$ cat config.mk
export PLATFORM = sky130hd
export DESIGN_NAME = tagger_pattern_gen_flat
export DESIGN_NICKNAME = d
export VERILOG_FILES = /design/src/rtl/tagger_pkg.sv /design/src/rtl/tagger_pattern_gen_if.sv /design/src/rtl/tagger_pattern_gen.sv /design/src/flat_wrapper.sv
export SDC_FILE = /design/constraint.sdc
export NUM_CORES = 1
export LEC_CHECK = 0
export CAP_MARGIN = 20
export CORE_UTILIZATION = 40
export DETAILED_ROUTE_END_ITERATION = 6
export HOLD_SLACK_MARGIN = 0.06
export PLACE_DENSITY_LB_ADDON = 0.25
export SYNTH_ARGS = -nofsm -noshare
export SYNTH_HDL_FRONTEND = slang
export SYNTH_SLANG_ARGS = --single-unit
$ cat constraint.sdc
create_clock -name clk -period 3.82 [get_ports clk]
set_input_delay 0.764 -clock clk [delete_from_list [all_inputs] [get_ports clk]]
set_output_delay 0.764 -clock clk [all_outputs]
set_load 0.05 [all_outputs]
$ cat src/rtl/tagger_pkg.sv
// Shared definitions for the tagger pattern generator: FSM state encoding and
// the fine-bin count derived from the subtime width.
package tagger_pkg;

    typedef enum logic {
        IDLE = 1'b0,
        RUN  = 1'b1
    } state_t;

    function automatic int fine_of(input int bits);
        return 1 << bits;
    endfunction

endpackage

$ cat src/rtl/tagger_pattern_gen_if.sv
// Control/config and tagger-stream bundle of the pattern generator.
// The master drives start/stop/config; the slave (generator) drives the stream.
interface tagger_pattern_gen_if #(
    parameter int BITS      = 3,
    parameter int CONF_BITS = 16
);
    logic                 start;
    logic                 stop;
    logic [CONF_BITS-1:0] conf_period;
    logic [CONF_BITS-1:0] conf_offset;
    logic [CONF_BITS-1:0] conf_count;
    logic [BITS-1:0]      out_subtimes;
    logic                 out_edge_detected;
    logic                 busy;
    logic                 done;

    modport master (
        output start, stop, conf_period, conf_offset, conf_count,
        input  out_subtimes, out_edge_detected, busy, done
    );

    modport slave (
        input  start, stop, conf_period, conf_offset, conf_count,
        output out_subtimes, out_edge_detected, busy, done
    );
endinterface

$ cat src/rtl/tagger_pattern_gen.sv
// Periodic edge generator producing a tagger subtimes/edge_detected stream.
// Optional macro TAGGER_PATTERN_CNT_EN adds a saturating edge_total output.
module tagger_pattern_gen
    import tagger_pkg::*;
#(
    parameter int BITS      = 3,
    parameter int CONF_BITS = 16
) (
    input  logic                 clk,
    input  logic                 rst_n,
    tagger_pattern_gen_if.slave  bus
`ifdef TAGGER_PATTERN_CNT_EN
    ,
    output logic [31:0]          edge_total
`endif
);

    localparam int                   FINE   = fine_of(BITS);
    localparam int                   RW     = CONF_BITS + 1;
    localparam logic [RW-1:0]        FINE_R = RW'(FINE);
    localparam logic [CONF_BITS-1:0] FINE_C = CONF_BITS'(FINE);

    state_t               state_q, state_d;
    logic [RW-1:0]        remaining_q, remaining_d;
    logic [CONF_BITS-1:0] period_q, period_d;
    logic [CONF_BITS-1:0] count_q, count_d;
    logic [CONF_BITS-1:0] edge_cnt_q, edge_cnt_d;
    logic [BITS-1:0]      subtimes_q, subtimes_d;
    logic                 edge_q, edge_d;
    logic                 busy_q, busy_d;
    logic                 done_q, done_d;

    always_comb begin
        state_d     = state_q;
        remaining_d = remaining_q;
        period_d    = period_q;
        count_d     = count_q;
        edge_cnt_d  = edge_cnt_q;
        subtimes_d  = '0;
        edge_d      = 1'b0;
        done_d      = 1'b0;
        busy_d      = (state_q == RUN);
        case (state_q)
            IDLE: begin
                if (bus.start) begin
                    state_d     = RUN;
                    period_d    = (bus.conf_period < FINE_C) ? FINE_C : bus.conf_period;
                    remaining_d = {1'b0, bus.conf_offset};
                    count_d     = bus.conf_count;
                    edge_cnt_d  = '0;
                end
            end
            RUN: begin
                // stop takes priority over an edge falling in the same cycle
                if (bus.stop) begin
                    state_d = IDLE;
                    done_d  = 1'b1;
                end else if (remaining_q < FINE_R) begin
                    edge_d      = 1'b1;
                    subtimes_d  = remaining_q[BITS-1:0];
                    remaining_d = remaining_q + {1'b0, period_q} - FINE_R;
                    edge_cnt_d  = edge_cnt_q + CONF_BITS'(1);
                    if (count_q != '0 && edge_cnt_q == count_q - CONF_BITS'(1)) begin
                        state_d = IDLE;
                        done_d  = 1'b1;
                    end
                end else begin
                    remaining_d = remaining_q - FINE_R;
                end
            end
            default: state_d = IDLE;
        endcase
    end

    always_ff @(posedge clk or negedge rst_n) begin
        if (!rst_n) begin
            state_q     <= IDLE;
            remaining_q <= '0;
            period_q    <= '0;
            count_q     <= '0;
            edge_cnt_q  <= '0;
            subtimes_q  <= '0;
            edge_q      <= 1'b0;
            busy_q      <= 1'b0;
            done_q      <= 1'b0;
        end else begin
            state_q     <= state_d;
            remaining_q <= remaining_d;
            period_q    <= period_d;
            count_q     <= count_d;
            edge_cnt_q  <= edge_cnt_d;
            subtimes_q  <= subtimes_d;
            edge_q      <= edge_d;
            busy_q      <= busy_d;
            done_q      <= done_d;
        end
    end

    assign bus.out_subtimes      = subtimes_q;
    assign bus.out_edge_detected = edge_q;
    assign bus.busy              = busy_q;
    assign bus.done              = done_q;

`ifdef TAGGER_PATTERN_CNT_EN
    logic [31:0] edge_total_q, edge_total_d;

    always_comb begin
        edge_total_d = edge_total_q;
        if (state_q == IDLE && bus.start)
            edge_total_d = '0;
        else if (edge_d && edge_total_q != '1)
            edge_total_d = edge_total_q + 32'd1;
    end

    always_ff @(posedge clk or negedge rst_n) begin
        if (!rst_n) edge_total_q <= '0;
        else        edge_total_q <= edge_total_d;
    end

    assign edge_total = edge_total_q;
`endif

endmodule

$ cat src/flat_wrapper.sv
// flat-port wrapper written by rule: the top's interface ports become plain ports
module tagger_pattern_gen_flat import tagger_pkg::*;
#(
    parameter int BITS      = 3,
    parameter int CONF_BITS = 16
)
  (clk, rst_n, bus_start, bus_stop, bus_conf_period, bus_conf_offset, bus_conf_count, bus_out_subtimes, bus_out_edge_detected, bus_busy, bus_done);
  tagger_pattern_gen_if #(.BITS(BITS), .CONF_BITS(CONF_BITS)) bus_i ();
  input  logic clk;
  input  logic rst_n;
  input wire logic [$bits(bus_i.start)-1:0] bus_start;
  input wire logic [$bits(bus_i.stop)-1:0] bus_stop;
  input wire logic [$bits(bus_i.conf_period)-1:0] bus_conf_period;
  input wire logic [$bits(bus_i.conf_offset)-1:0] bus_conf_offset;
  input wire logic [$bits(bus_i.conf_count)-1:0] bus_conf_count;
  output wire logic [$bits(bus_i.out_subtimes)-1:0] bus_out_subtimes;
  output wire logic [$bits(bus_i.out_edge_detected)-1:0] bus_out_edge_detected;
  output wire logic [$bits(bus_i.busy)-1:0] bus_busy;
  output wire logic [$bits(bus_i.done)-1:0] bus_done;
  assign bus_i.start = bus_start;
  assign bus_i.stop = bus_stop;
  assign bus_i.conf_period = bus_conf_period;
  assign bus_i.conf_offset = bus_conf_offset;
  assign bus_i.conf_count = bus_conf_count;
  assign bus_out_subtimes = bus_i.out_subtimes;
  assign bus_out_edge_detected = bus_i.out_edge_detected;
  assign bus_busy = bus_i.busy;
  assign bus_done = bus_i.done;
  tagger_pattern_gen #(.BITS(BITS), .CONF_BITS(CONF_BITS)) u_core (.clk(clk), .rst_n(rst_n), .bus(bus_i));
endmodule
; Word level (Yosys, flattened, before mapping)
; Cells that the tools add are included.
[word_totals]
mem_bits_rw = 0
rom_bits = 0
ff_bits = 72
mem_count = 0
output_inout_bits = 6
latchBits = 0
[op_classes]
n_bitwise = 1
eq_ne = 4
mul = 0
add_sub_neg = 5
n_lt_le_gt_ge = 2
div_mod_pow = 0
muxes = 24
shift = 0
n_reduce_logical = 5
[op_table]
columns = op, n
row1 = $mux W16, 4
row2 = $mux W17, 3
row3 = $pmux W17 S2, 1
row4 = $sub A17 B4 Y17 const B, 2
row5 = $pmux W16 S2, 1
row6 = $add A17 B16 Y17, 1
row7 = $lt A17 B4 Y1 const B, 1
row8 = $add A16 B1 Y16 const B, 1
row9 = $eq A16 B16 Y1, 1
row10 = $lt A16 B4 Y1 const B, 1
row11 = $reduce_bool A16 Y1, 1
row12 = $sub A16 B1 Y16 const B, 1
row13 = $mux W1, 11
row14 = $mux W3, 3
row15 = $ne A2 B2 Y1 const B, 3
row16 = $reduce_and A2 Y1, 2
row17 = $reduce_and A3 Y1, 1
row18 = $pmux W1 S2, 1
row19 = $logic_and A1 B1 Y1, 1
row20 = $not A1 Y1, 1

; Logic depth before layout (Yosys ltp)
[depth]
word_depth = 7
ltp_mapped = 12
ltp_nobuf = 11

; Worst setup path before layout
; Ideal clock, no wire load.
[synth_path]
path_type = register -> register
start = register u_core.remaining_q[7]
end = register u_core.remaining_q[13]
t_required_ns = 3.700
arrival_ns = 2.565
stages_incl_launch_ff = 12
setup_slack_ns = 1.135
cell_sequence = dfrtp_1 clkbuf_1 inv_1 ha_1 inv_1 ha_1 a2111o_1 o21a_1 o31ai_1 a21boi_0 or3_1 a31o_2
[synth_via]
elab_chain_len = 5
elab_cells_between_ends = 7
[synth_rtl]
columns = item, line_no
row1 = "start, declared", tagger_pattern_gen.sv:24  ; logic [RW-1:0] remaining_q, remaining_d;
row2 = "start signal, assigned", tagger_pattern_gen.sv:88  ; remaining_q <= remaining_d;
row3 = $add A17 B16 Y17, tagger_pattern_gen.sv:61  ; remaining_d = remaining_q + {1'b0, period_q} - FINE_R;
row4 = $sub A17 B4 Y17, tagger_pattern_gen.sv:61
row5 = $mux W17 *, tagger_pattern_gen.sv:58  ; end else if (remaining_q < FINE_R) begin
row6 = $mux W17 *, tagger_pattern_gen.sv:55  ; if (bus.stop) begin
row7 = $pmux W17 S2 *, tagger_pattern_gen.sv:43  ; case (state_q)
; Every way passes the cells marked *; elsewhere a longest branch is shown, timed or not. The select of a mux whose other input is x is not followed.
; A chain may end at the register's enable or synchronous reset.

; Worst setup path in the final report
[layout_path]
start = register u_core.remaining_q[1]
end = register u_core.remaining_q[13]
; The elaborated chain is that of the path after synthesis.

==> reports/results.tsv <==
metric	value	unit
status	completed	
Slew Limit Fails	0	
EDFF count, synth	0	
Post-Syn Area	4970	µm²
starting density of the core	41.2	%
Slowest cell on crit path	a211oi_1	
type of the worst setup path	reg2reg	
start of the worst register-to-register path	u_core.remaining_q[1]	
synthesis-to-finish area growth	22.6	%
post-DP HPWL	9.71	mm
final setup fails	0	
CP startpoint kind	flop	
DRC viols	0	
clk sink count	72	
xor/xnor share of the synthesized area	8.29	%
post-synthesis sequential area ratio	36.3	%
Nets	747	
diodes inserted	0	
final WL	13.0	mm
flops & latches, synth	72	
synth unique cells	54	
initial antenna violation count	0	
vias in the first global route	4450	
Inserted Clock Buffers	9	
Synth Area in Compound Gates	17.2	%
WL/cell	15.7	µm
Routed Antenna Nets	0	
clock root cell	clkbuf_16	
most frequent cells in the layout	nand2_1 (90), dfrtp_1 (72), inv_1 (63)	
Hold Path Class	in2async	
Die X	113	µm
drt via density	5.35	
cts hold-fix bufs	0	
Cell Pwr Density	587	nW/µm²
most frequent CP cell	ha_1	
synthesis warning total	0	
CTS tree	built	
pin count of the biggest net entering global routing	57	
leakage	2.76	nW
CP bufs+invs	1	
largest family of logic cells by synthesized area	simple AND/OR/NAND/NOR gates	
Max-slew headroom	46.6	%
worst slew pin tran	794	ps
Vert. Die Dim	113	µm
Synth Area in Adders	9.22	%
vias	4450	
RSZ-0062 raised after global routing	false	
CP Cell Sequence	ha_1 > ha_1 > inv_1 > fa_1 > nand2b_1 > a211oi_1 > o21a_1 > o31ai_1 > a21boi_0 > o21ai_0 > a31o_2	
clk_skew	5.35	ps
most common cell after layout, fill and taps aside	nand2_1	
CP endpoint kind	flop	
die area	12900	µm²
first-pass GRT wire length	21.9	mm
post-cts sizing count	0	
Filler cells	1127	
iteration count of the initial detailed-routing pass	5	
Worst R2R Path Depth	11	
Arr. time, crit path	3280	ps
layout cells sized above 1	5.28	%
dominant synthesized flop cell	dfrtp_1	
Async S/R FF share, synth	100	%
maximum clock rate	0.328	GHz
# rows	40	
GR Overflow Total	0	
Mean Syn Cell Area	8.24	µm²
Worst Path Required	4050	ps
mux cell area share after synthesis	0.630	%
clk_lat worst skew	340	ps
post-layout util	50.5	%
io pins	58	
CTS Buffer Depth	2	
clock period minus worst slack	3050	ps
core area	12100	µm²
Final Hold Fails	0	
Initial DRC Count	262	
Net Count, Synth	691	
largest fanout on the critical path	3	
clk slew on worst S/H paths	60	ps
R2R Setup Slk	770	ps
post-CTS setup buffer count	0	
Gate Count Post-Synth	603	
crit share post-route	79.8	%
I/O Buffers	57	
Routability Congestion	0.888	
Largest delay share family, worst path	compound AO/OA/AOI/OAI gates	
IR drop worst, VDD	262	µV
H-tree Lvls	3	
Total Neg Setup Slack	0	ps
reg2reg end	u_core.remaining_q[13]	
GRT Total Usage	21.7	%
max incr delay on CP	520	ps
max_cap viols	0	
Synth Area in Simple Gates	22.0	%
[Yosys cell counts, types with 3 or more instances]
master | instances | area share [%]
a22oi_1 | 8 | 1.2
o211ai_1 | 3 | 0.45
and2_1 | 5 | 0.63
a21o_1 | 7 | 1.1
xnor2_1 | 24 | 4.2
and4_1 | 3 | 0.53
a31oi_1 | 6 | 0.76
o31ai_1 | 7 | 1.1
o21a_1 | 4 | 0.60
xor2_1 | 23 | 4.1
nor2_1 | 53 | 4.0
a211oi_1 | 9 | 1.4
nor4_1 | 7 | 0.88
o21ai_0 | 40 | 4.0
ha_1 | 35 | 8.8
a22o_1 | 5 | 0.88
dfrtp_1 | 72 | 36
and3_1 | 4 | 0.50
nor2b_1 | 7 | 0.88
nand4_1 | 7 | 0.88
clkbuf_1 | 17 | 1.3
or3_1 | 7 | 0.88
nor3_1 | 14 | 1.4
inv_1 | 63 | 4.8
nand2_1 | 90 | 6.8
nand2b_1 | 4 | 0.50
a21oi_1 | 27 | 2.7
or4_1 | 5 | 0.76
a311oi_1 | 3 | 0.53
nand3_1 | 12 | 1.2
[worst max path at each step]
stage                                   to  slack, ps             startpoint  depth (start not counted)
floorplan           u_core.remaining_q[13]       1140  u_core.remaining_q[7]                         11
global placement    u_core.remaining_q[13]        740               bus_stop                          5
detailed placement  u_core.remaining_q[13]        690               bus_stop                          5
CTS                 u_core.remaining_q[13]        810  u_core.remaining_q[6]                         10
global route        u_core.remaining_q[13]        540  u_core.remaining_q[6]                         10
finish              u_core.remaining_q[13]        770  u_core.remaining_q[1]                         11
[cells by family (layout without fill, tap and decap cells)]
kind of cell	after synthesis	after routing
AOI/OAI and AO/OA	133	133
xor gates and xnor gates	47	47
adders and majority gates	36	36
buffers and inverters	83	143
DFF	72	72
muxes	3	3
and+or+nand+nor	229	229
[worst reg2reg max path, delay by kind of cell, from the launching register on]
| kind | cells | cell delay (ps) |
|---|---|---|
| AOI/OAI and AO/OA | 6 | 1440 |
| adders and majority gates | 3 | 860 |
| buffers and inverters | 1 | 70 |
| and+or+nand+nor | 1 | 180 |
| DFF | 1 | 400 |
[metrics by stage]
stage,cells,power (mW),hold slack (ps),worst slack (ps),cell area (µm²)
6_report,831,3.57,456,772,6090
5_1_grt,831,3.85,499,541,6090
4_1_cts,831,3.58,470,806,6090
3_5_place_dp,816,2.59,496,691,5760
3_3_place_gp,816,2.55,495,743,5760
2_1_floorplan,603,2.19,352,1140,4970
[sequential cells by signal, indices dropped and copies added (netlist names)]
name,flops
u_core.bus.busy,1
u_core.bus.done,1
u_core.bus.out_edge_detected,1
u_core.bus.out_subtimes,3
u_core.busy_d,1
u_core.count_q,16
u_core.edge_cnt_q,16
u_core.period_q,16
u_core.remaining_q,17
[layout make-up]
type,count,area [µm²],share of cell area [%]
timing repair buffer,65,651,10.7
multi-input combinational,448,2860,46.9
sequential,72,1800,29.6
clock buffer,9,225,3.70
inverter,63,236,3.88
tap,168,210,3.45
clock inverter,6,109,1.79
[routing by layer]
| metal | up-vias | part of all wire (%) | track usage (%) |
|---|---|---|---|
| li1 | 2190 | - | - |
| met1 | 2129 | 44 | 26.7 |
| met2 | 108 | 50 | 38.3 |
| met3 | 23 | 4.2 | 4.68 |
| met4 | 0 | 1.8 | 6.23 |
| met5 | - | 0 | 0 |
[report_power, final]
part	switching, mW	internal [mW]
sequential	0.147	0.885
combinational	0.895	0.688
clock	0.326	0.633
No activity file was read; power rests on OpenSTA's default activity.
